File: src/rtl/ocp_master_arbiter.sv
// Two-master round-robin arbiter for the 8-bit OCP-lite command bus, locked per transaction.
// Define ARB_TIMEOUT_EN to add a read-response timeout of TIMEOUT_CYC cycles.
module ocp_master_arbiter #(
  parameter int unsigned TIMEOUT_CYC = 255
) (
  input  logic       clk,
  input  logic       rst,
  input  logic [2:0] m0_MCmd,
  input  logic [7:0] m0_MAddr,
  input  logic [7:0] m0_MData,
  output logic       m0_SCmdAccept,
  output logic [1:0] m0_SResp,
  output logic [7:0] m0_SData,
  input  logic [2:0] m1_MCmd,
  input  logic [7:0] m1_MAddr,
  input  logic [7:0] m1_MData,
  output logic       m1_SCmdAccept,
  output logic [1:0] m1_SResp,
  output logic [7:0] m1_SData,
  output logic [2:0] s_MCmd,
  output logic [7:0] s_MAddr,
  output logic [7:0] s_MData,
  input  logic       s_SCmdAccept,
  input  logic [1:0] s_SResp,
  input  logic [7:0] s_SData,
  output logic       arb_grant,
  output logic [1:0] arb_state
);

  localparam int unsigned CMD_W  = 3;
  localparam int unsigned ADDR_W = 8;
  localparam int unsigned DATA_W = 8;
  localparam int unsigned RESP_W = 2;

  localparam logic [CMD_W-1:0]  CMD_IDLE  = 3'b000;
  localparam logic [CMD_W-1:0]  CMD_WR    = 3'b001;
  localparam logic [CMD_W-1:0]  CMD_RD    = 3'b010;
  localparam logic [RESP_W-1:0] RESP_NONE = 2'b00;

  if ((TIMEOUT_CYC == 0) || (TIMEOUT_CYC > 255)) begin : g_bad_timeout
    $error("ocp_master_arbiter: TIMEOUT_CYC must be in 1..255");
  end

  typedef enum logic [1:0] {
    ST_IDLE = 2'b00,
    ST_CMD  = 2'b01,
    ST_RESP = 2'b10
  } state_t;

  state_t state;
  state_t state_nxt;

  logic              req0;
  logic              req1;
  logic              any_req;
  logic              pick;
  logic              timeout_hit;
  logic              resp_fire;
  logic [RESP_W-1:0] resp_val;
  logic [DATA_W-1:0] rdata_val;

  logic [CMD_W-1:0]  s_cmd_nxt;
  logic [ADDR_W-1:0] s_addr_nxt;
  logic [DATA_W-1:0] s_data_nxt;
  logic              grant_nxt;
  logic [RESP_W-1:0] m0_resp_nxt;
  logic [DATA_W-1:0] m0_rdata_nxt;
  logic [RESP_W-1:0] m1_resp_nxt;
  logic [DATA_W-1:0] m1_rdata_nxt;

  // Only write and read codes count as requests; everything else is ignored.
  assign req0    = (m0_MCmd == CMD_WR) || (m0_MCmd == CMD_RD);
  assign req1    = (m1_MCmd == CMD_WR) || (m1_MCmd == CMD_RD);
  assign any_req = req0 | req1;
  // On contention the master that was not granted last wins.
  assign pick    = (req0 & req1) ? ~arb_grant : req1;

`ifdef ARB_TIMEOUT_EN
  localparam int unsigned       CNT_W    = 8;
  localparam logic [RESP_W-1:0] RESP_ERR = 2'b11;

  logic [CNT_W-1:0] to_cnt;
  logic [CNT_W-1:0] to_cnt_inc;

  assign to_cnt_inc  = to_cnt + CNT_W'(1);
  assign timeout_hit = (state == ST_RESP) && (s_SResp == RESP_NONE) &&
                       (to_cnt_inc == CNT_W'(TIMEOUT_CYC));
  assign resp_val    = (s_SResp == RESP_NONE) ? RESP_ERR : s_SResp;
  assign rdata_val   = (s_SResp == RESP_NONE) ? '0 : s_SData;

  // Held at zero through CMD so every RESP visit starts counting from zero.
  always_ff @(posedge clk) begin
    if (rst) begin
      to_cnt <= '0;
    end else if (state == ST_RESP) begin
      to_cnt <= to_cnt_inc;
    end else begin
      to_cnt <= '0;
    end
  end
`else
  assign timeout_hit = 1'b0;
  assign resp_val    = s_SResp;
  assign rdata_val   = s_SData;
`endif

  assign resp_fire = (s_SResp != RESP_NONE) || timeout_hit;

  // State register.
  always_ff @(posedge clk) begin
    if (rst) begin
      state <= ST_IDLE;
    end else begin
      state <= state_nxt;
    end
  end

  // Next-state logic.
  always_comb begin
    state_nxt = state;
    case (state)
      ST_IDLE: begin
        if (any_req) begin
          state_nxt = ST_CMD;
        end
      end
      ST_CMD: begin
        if (s_SCmdAccept) begin
          state_nxt = (s_MCmd == CMD_RD) ? ST_RESP : ST_IDLE;
        end
      end
      ST_RESP: begin
        if (resp_fire) begin
          state_nxt = ST_IDLE;
        end
      end
      default: state_nxt = ST_IDLE;
    endcase
  end

  // Output logic: next values of the registered outputs plus the combinational accepts.
  always_comb begin
    s_cmd_nxt     = s_MCmd;
    s_addr_nxt    = s_MAddr;
    s_data_nxt    = s_MData;
    grant_nxt     = arb_grant;
    m0_resp_nxt   = RESP_NONE;
    m0_rdata_nxt  = '0;
    m1_resp_nxt   = RESP_NONE;
    m1_rdata_nxt  = '0;
    m0_SCmdAccept = 1'b0;
    m1_SCmdAccept = 1'b0;
    case (state)
      ST_IDLE: begin
        if (any_req) begin
          grant_nxt  = pick;
          s_cmd_nxt  = pick ? m1_MCmd  : m0_MCmd;
          s_addr_nxt = pick ? m1_MAddr : m0_MAddr;
          s_data_nxt = pick ? m1_MData : m0_MData;
        end
      end
      ST_CMD: begin
        m0_SCmdAccept = ~arb_grant & s_SCmdAccept;
        m1_SCmdAccept = arb_grant & s_SCmdAccept;
        if (s_SCmdAccept) begin
          s_cmd_nxt = CMD_IDLE;
        end
      end
      ST_RESP: begin
        if (resp_fire) begin
          if (arb_grant) begin
            m1_resp_nxt  = resp_val;
            m1_rdata_nxt = rdata_val;
          end else begin
            m0_resp_nxt  = resp_val;
            m0_rdata_nxt = rdata_val;
          end
        end
      end
      default: ;
    endcase
  end

  // Registered downstream command and upstream response pulses.
  always_ff @(posedge clk) begin
    if (rst) begin
      s_MCmd    <= CMD_IDLE;
      s_MAddr   <= '0;
      s_MData   <= '0;
      arb_grant <= 1'b1;
      m0_SResp  <= RESP_NONE;
      m0_SData  <= '0;
      m1_SResp  <= RESP_NONE;
      m1_SData  <= '0;
    end else begin
      s_MCmd    <= s_cmd_nxt;
      s_MAddr   <= s_addr_nxt;
      s_MData   <= s_data_nxt;
      arb_grant <= grant_nxt;
      m0_SResp  <= m0_resp_nxt;
      m0_SData  <= m0_rdata_nxt;
      m1_SResp  <= m1_resp_nxt;
      m1_SData  <= m1_rdata_nxt;
    end
  end

  assign arb_state = state;

endmodule
File: config.mk
export PLATFORM = sky130hd
export DESIGN_NAME = ocp_master_arbiter
export DESIGN_NICKNAME = d
export VERILOG_FILES = /design/src/rtl/ocp_master_arbiter.sv
export SDC_FILE = /design/constraint.sdc
export NUM_CORES = 1
export LEC_CHECK = 0
export ABC_AREA = 1
export BUFFER_PORTS_ARGS = -buffer_cell sky130_fd_sc_hd__buf_2
export CORE_ASPECT_RATIO = 2
export CORE_MARGIN = 2
export CORE_UTILIZATION = 29
export DETAILED_ROUTE_END_ITERATION = 16
export GPL_TIMING_DRIVEN = 0
export PLACE_DENSITY = 0.53
export SLEW_MARGIN = 20
export SYNTH_ARGS = -nofsm -noshare
export SYNTH_HDL_FRONTEND = slang
export SYNTH_SLANG_ARGS = --single-unit
File: constraint.sdc
create_clock -name clk -period 1.25 [get_ports clk]
set_input_delay 0.25 -clock clk [delete_from_list [all_inputs] [get_ports clk]]
set_output_delay 0.25 -clock clk [all_outputs]
set_load 0.01 [all_outputs]
==> run summary, run 1 <==
mapped cell area - 1670 µm²
setup_tns - -0.208 ns
status - finished, violations left
Synth Area in Compound Gates - 0.0570
CTS clock-pin slew for the worst setup and hold paths - 0.06 ns
gpl congestion - 0.731
unrepaired setup endpoints after global routing - true
DP Worst Slack - -0.147 ns
adder-cell share of the synthesized area - 0
failing checks - negative setup slack
GRT overflow - 0
DP HPWL - 3310 µm
CTS Hold Buffers Added - 0
area grow syn2layout - 51.8%
Vias - 1840
crit path time final - 1.36 ns
number of DRC markers in iteration 0 - 60
die area - 6410 µm²
htree depth - 2
post-synthesis simple-gate area fraction - 0.358
critical path data arrival time - 1.11 ns
CP Class - flip-flop to output pin
Row Count - 39
# IOs - 95
CTS Buf Count - 5
post-route DRC violation count - 0
number of nets in the layout - 394
fin crit share - 1.09
Slew Limit Fails - 0
clock sinks - 42
Final Hold Viols - 0
clock skew - 0.00244 ns
CTS Buffer Depth - 2
CTS root buf - clkbuf_16
proportion of synthesized chip area in sequential cells - 0.504
FMAX - 737 MHz
vias in the first global route - 1721
DRT Pass-1 Iters - 4
synth unique cells - 19
Routed WL per cell - 11.3 µm
critical path peak fanout - 3
crit path capture type - output pin
CTS tree - done
Initial Util - 0.297
final setup vio count - 2
global-route wire length before repair - 7350 µm
antenna-violating nets left - 0
wirelength, routed - 4560 µm
worst-margin pin slew - 0.474 ns
DR vias/cell - 4.54
placed cell areas - 2210 µm²
WP data required - 1.00 ns
Die Wd - 57.6 µm
power density cells - 1310 nW/µm²
CP startpoint kind - flip-flop
core box area - 5610 µm²
leak pwr - 1.38 nW
#FFs+latches synth - 42
Worst Hold Class - primary input to flip-flop
initial antenna violation count - 0
Mapped Nets - 282
Port Buf Inserts - 94
main combinational cell family by area after synthesis - simple AND/OR/NAND/NOR gates
post-synthesis average cell area - 7.22 µm²
# diodes - 0
Yosys Warn Count - 0
layout cells sized above 1 - 0.392
DIE HEIGHT - 111 µm
Max-Cap Viols - 0
Tot GR Track Use - 0.142
Clk Latency, worst-skew pair - 0.28 ns
Final Worst Setup Slack - -0.107 ns
VDD IR max - 0.000817 V
pin count of the biggest net entering global routing - 16
slew margin rel. - 0.684
mux cell area share after synthesis - 0
Cells after Synth - 231
post-route cell area - 2530 µm²
XOR/XNOR Fraction of Synth Area - 0
## power breakdown
| part | switching [mW] | internal, mW | total (mW) |
|---|---|---|---|
| logic | 0.325 | 0.263 | 0.588 |
| clock network | 0.537 | 0.746 | 1.28 |
| registers | 0.0444 | 1.40 | 1.44 |
| total | 0.907 | 2.41 | 3.32 |
## cells in the mapped netlist, drive strengths merged
library cell  number  area share
clkbuf             2      0.0045
nand2             75        0.17
nor3b              1      0.0045
a21oi             16       0.048
a211oi             1      0.0045
o211ai             1      0.0045
inv               23       0.052
nor2              34       0.077
nor3               1      0.0030
dfxtp             42        0.50
buf                6       0.025
nand3             25       0.075
nand4              4       0.024
## critical path, cell delays in order, from the launching register on
cell	delay, ns
dfxtp_4	0.38
inv_4	0.05
nor2_4	0.10
nand2_2	0.08
nor2_1	0.09
buf_2	0.13
## cells by family (layout without fill, tap and decap cells)
family / after synthesis / count (layout)
AND/OR/NAND/NOR: 140 / 140
flip-flops: 42 / 42
buffers and inverters: 31 / 144
AO/OA/AOI/OAI: 18 / 18
## cell type report
cell class	instances	area [µm²]
Timing Repair Buffer	105	561
Multi-Input combinational cell	158	742
Tap cell	61	76.3
Sequential cell	42	852
Inverter	23	91.3
Buffer	8	61.3
Clock inverter	3	23.8
Clock buffer	5	125
Fill cell	581	3080
## metal layers
layer	track usage	routed length, µm	vias to the layer above
met4	0.0605	76	0
met5	0	0	-
met3	0.0338	406	8
met2	0.238	2150	77
met1	0.168	1930	805
li1	-	-	950
## path summary, 6_finish.rpt
check	startpoint	endpoint	slack, ns	cells after the start
min reg2reg	s_MData[3]$_SDFFE_PP0P_	s_MData[3]$_SDFFE_PP0P_	0.46	2
max	arb_state[0]$_SDFFE_PP0P_	m0_SCmdAccept	-0.11	5
min	rst	arb_state[1]$_SDFFE_PP0P_	0.18	2
max reg2reg	arb_state[0]$_SDFFE_PP0P_	m0_SResp[0]$_SDFF_PP0_	0	5
## flip-flops by register name, summed over array words and instances, names as in the netlist
register   flops
s_MAddr        8
s_MCmd         3
s_MData        8
m0_SResp       2
arb_state      2
m1_SResp       2
m1_SData       8
m0_SData       8
arb_grant      1
## layout by cell type (no fill, tap or decap)
cell / Yosys / final
o211ai_1: 1 / 1
a211oi_2: 0 / 1
dfxtp_4: 0 / 3
nor2_1: 34 / 32
inv_4: 0 / 2
nor3_1: 1 / 1
dfxtp_1: 42 / 39
nand2_4: 1 / 2
nand3_2: 0 / 1
buf_2: 3 / 95
inv_1: 21 / 20
nor3b_2: 0 / 1
clkinvlp_4: 0 / 2
buf_6: 1 / 5
buf_4: 2 / 11
nor2_4: 0 / 2
nand2_2: 1 / 1
inv_2: 2 / 1
clkbuf_1: 2 / 2
nand3_1: 25 / 23
nand4_1: 3 / 3
nand4_4: 1 / 1
nand2_1: 73 / 72
clkbuf_16: 0 / 5
a21oi_1: 16 / 16
inv_6: 0 / 1
nand3_4: 0 / 1
## per-stage QoR
stage,total power [mW],cells,hold slack (ns),utilization
2_1_floorplan,1.77,231,0.328,-
3_3_place_gp,1.98,386,0.451,0.395
3_5_place_dp,1.98,386,0.455,0.395
4_1_cts,3.33,403,0.177,0.436
5_1_grt,3.49,405,0.192,0.451
6_report,3.32,405,0.177,0.451
## timing repair
item | in CTS | in global routing
gates resized for setup | 8 | 19
gates cloned | 0 | 0
setup buffers | 9 | 7
setup endpoints to repair | 42 | 36
pin swaps | 2 | 6
Note: power is estimated with default switching activity, not from simulation.
==> run 2, diff against run 1 <==
--- a/config.mk
+++ b/config.mk
@@ -5,7 +5,7 @@
 export SDC_FILE = /design/constraint.sdc
 export NUM_CORES = 1
 export LEC_CHECK = 0
-export ABC_AREA = 1
+export ABC_AREA = 0
 export BUFFER_PORTS_ARGS = -buffer_cell sky130_fd_sc_hd__buf_2
 export CORE_ASPECT_RATIO = 2
 export CORE_MARGIN = 2
==> run 2 against run 1 <==
Compared with the run above:
- synthesized cell count down 38%
- sequential power about the same
- register-to-register slack got worse by 0.22 ns
- count of clock-buffer cells in the layout increased by 2
- largest power group unchanged
- clock skew increased by 0.0036 ns
- largest cell class unchanged
- the flow still finishes with violations (negative setup slack)
- die area decreased by 4.3%
- highest routed layer unchanged
==> run summary, run 2 <==
Crit Reg-Reg Startpoint - arb_state[1]$_SDFFE_PP0P_
power density cells - 1140 nW/µm²
post-synthesis average cell area - 11.1 µm²
post-route DRC violation count - 0
Slew Limit Fails - 0
Clk Latency, worst-skew pair - 0.29 ns
HP Start - s_SData[2]
Synth area leader - dfxtp_1
number of DRC markers in iteration 0 - 24
htree depth - 2
area grow syn2layout - 59.8%
top cell type's share of synthesized area - 0.528
Layout Cells excl Fill - 318
Hold Path Depth - 2
# diodes - 0
Vias - 1543
Routed WL per cell - 14.8 µm
Psw - 759 µW
CTS Buffer Depth - 2
sequential power share - 0.500
Synth async-reset ratio - 0
Initial Util - 0.296
critical path peak fanout - 7
pin count of the biggest net entering global routing - 13
final setup vio count - 30
VDD IR max - 0.000677 V
Yosys Warn Count - 0
mapped cell area - 1590 µm²
Max-Cap Viols - 0
Worst Hold Class - primary input to flip-flop
number of nets in the layout - 308
# IOs - 95
Port Buf Inserts - 93
worst hold endpoint - m0_SData[2]$_SDFF_PP0_
largest stage delay on the critical path - 0.42 ns
setup slack, reg-to-reg - -0.22 ns
FMAX - 681 MHz
commonest non-fill, non-tap cell in the layout - buf_2
clock power share - 0.311
wirelength, routed - 4720 µm
status - finished, violations left
synth unique cells - 36
#FFs+latches synth - 42
reg-to-reg endpoint - s_MCmd[1]$_SDFFE_PP0P_
CTS root buf - clkbuf_8
Synth area leaders - dfxtp_1, a221o_1, and2_1
ys flop type - dfxtp_1
Post-synth top cells - dfxtp_1, and2_1, and3_1, a221o_1, nor2_1
CTS tree - done
proportion of synthesized chip area in sequential cells - 0.528
layout cells sized above 1 - 0.581
Worst setup startpoint - arb_state[1]$_SDFFE_PP0P_
vias in the first global route - 1526
Die Wd - 56.4 µm
R2R cell count - 4
core box area - 5370 µm²
clock sinks - 42
Post-synth EDFFs - 0
initial antenna violation count - 0
unrepaired setup endpoints after global routing - true
GRT overflow - 0
Internal Power - 2.14 mW
CP Class - flip-flop to flip-flop
Worst path slowest cell - or4_4
worst-margin pin slew - 0.377 ns
DRT Pass-1 Iters - 4
DP HPWL - 3390 µm
Row Count - 38
gpl congestion - 0.700
Sw Share - 0.262
DR vias/cell - 4.85
CTS Buf Count - 5
Inst Count DP - 296
Tot GR Track Use - 0.149
Mapped Nets - 194
top-count cell post-synth - dfxtp_1
Final Worst Setup Slack - -0.218 ns
CTS Hold Buffers Added - 0
crit path capture type - flip-flop
DP Worst Slack - -0.608 ns
Cells after Synth - 143
hold_ws - 0.162 ns
slew margin rel. - 0.742
WP data required - 1.47 ns
DIE HEIGHT - 109 µm
crit path time final - 1.47 ns
fin crit share - 1.17
clock skew - 0.00607 ns
Final Hold Viols - 0
failing checks - negative setup slack
die area - 6140 µm²
global-route wire length before repair - 7080 µm
critical path data arrival time - 1.69 ns
antenna-violating nets left - 0
leak pwr - 1.27 nW
post-route cell area - 2540 µm²
placed cell areas - 2160 µm²
CP startpoint kind - flip-flop
most frequent cells in the layout - buf_2, dfxtp_1, and2_1
Cell Chain, Critical Path - or2_4 -> buf_6 -> or4_4 -> o211ai_1
Final Util - 0.474
CTS clock-pin slew for the worst setup and hold paths - 0.08 ns
logic gate share of total power - 0.189
-- run 2: cell types whose count changed after synthesis, sizes merged, moves of 15 or more --
cell,delta
a21oi,-15
a221o,+16
and2,+21
inv,-20
and3,+16
nand2,-74
nor2,-28
nand3,-25
-- run 2: worst max-delay path: cells and delay by family (launching register included) --
family,cells,cell delay (ns)
AO/OA/AOI/OAI,1,0.19
buffers and inverters,1,0.12
flip-flops,1,0.37
AND/OR/NAND/NOR,2,0.71
-- run 2: cell type report --
type                    instances  area, µm²
repair buffers                109        644
fillers                       523       2830
flip-flops and latches         42        852
clock inverters                 1       5.00
inverters                       3       11.3
multi-input cells              91        822
well taps                      60       75.1
clock buffers                   7       86.3
plain buffers                   5       48.8
-- run 2: how the worst max path moves through the flow --
stage	slack, ns	to	cells after the start
5_1_grt	-0.27	s_MCmd[1]$_SDFFE_PP0P_	4
3_3_place_gp	-0.62	s_MAddr[5]$_SDFFE_PP0P_	6
6_report	-0.22	s_MCmd[1]$_SDFFE_PP0P_	4
2_1_floorplan	-0.23	s_MAddr[1]$_SDFFE_PP0P_	6
4_1_cts	-0.30	s_MAddr[5]$_SDFFE_PP0P_	6
3_5_place_dp	-0.61	s_MAddr[5]$_SDFFE_PP0P_	6
-- run 2: cells by family (layout without fill, tap and decap cells) --
kind of cell / Yosys count / in the layout / share of synthesized area
and+or+nand+nor: 59 / 60 / 0.254
xor gates and xnor gates: 2 / 2 / 0.0157
DFF: 42 / 42 / 0.528
buffers and inverters: 11 / 125 / 0.0416
AOI/OAI and AO/OA: 29 / 29 / 0.161
-- run 2: metal layers --
layer  global-route usage  wire length, µm  vias up
met5                    0                0        -
met4               0.0629              114        0
met3               0.0415              317       11
met2                0.287             2630       75
met1                0.145             1660      696
li1                     -                -      761
-- run 2: power groups by stage --
stage	Combinational, mW	Sequential (mW)	Clock, mW
floorplan	0.201	1.50	0
global placement	0.427	1.48	0
detailed placement	0.432	1.48	0
CTS	0.495	1.45	0.941
global route	0.589	1.46	0.990
finish	0.548	1.45	0.900
-- run 2: stage by stage --
stage	total power, mW	TNS [ns]
after global routing	3.04	-5.67
after detailed placement	1.91	-15.45
after CTS	2.88	-5.59
after floorplan	1.71	-3.01
after global placement	1.91	-14.83
final	2.90	-3.98
-- run 2: repair_timing --
action,in CTS,in global routing
resized for setup,15,24
gates cloned,1,1
pin swaps,13,10
setup buffers,9,7
setup endpoints to repair,40,42
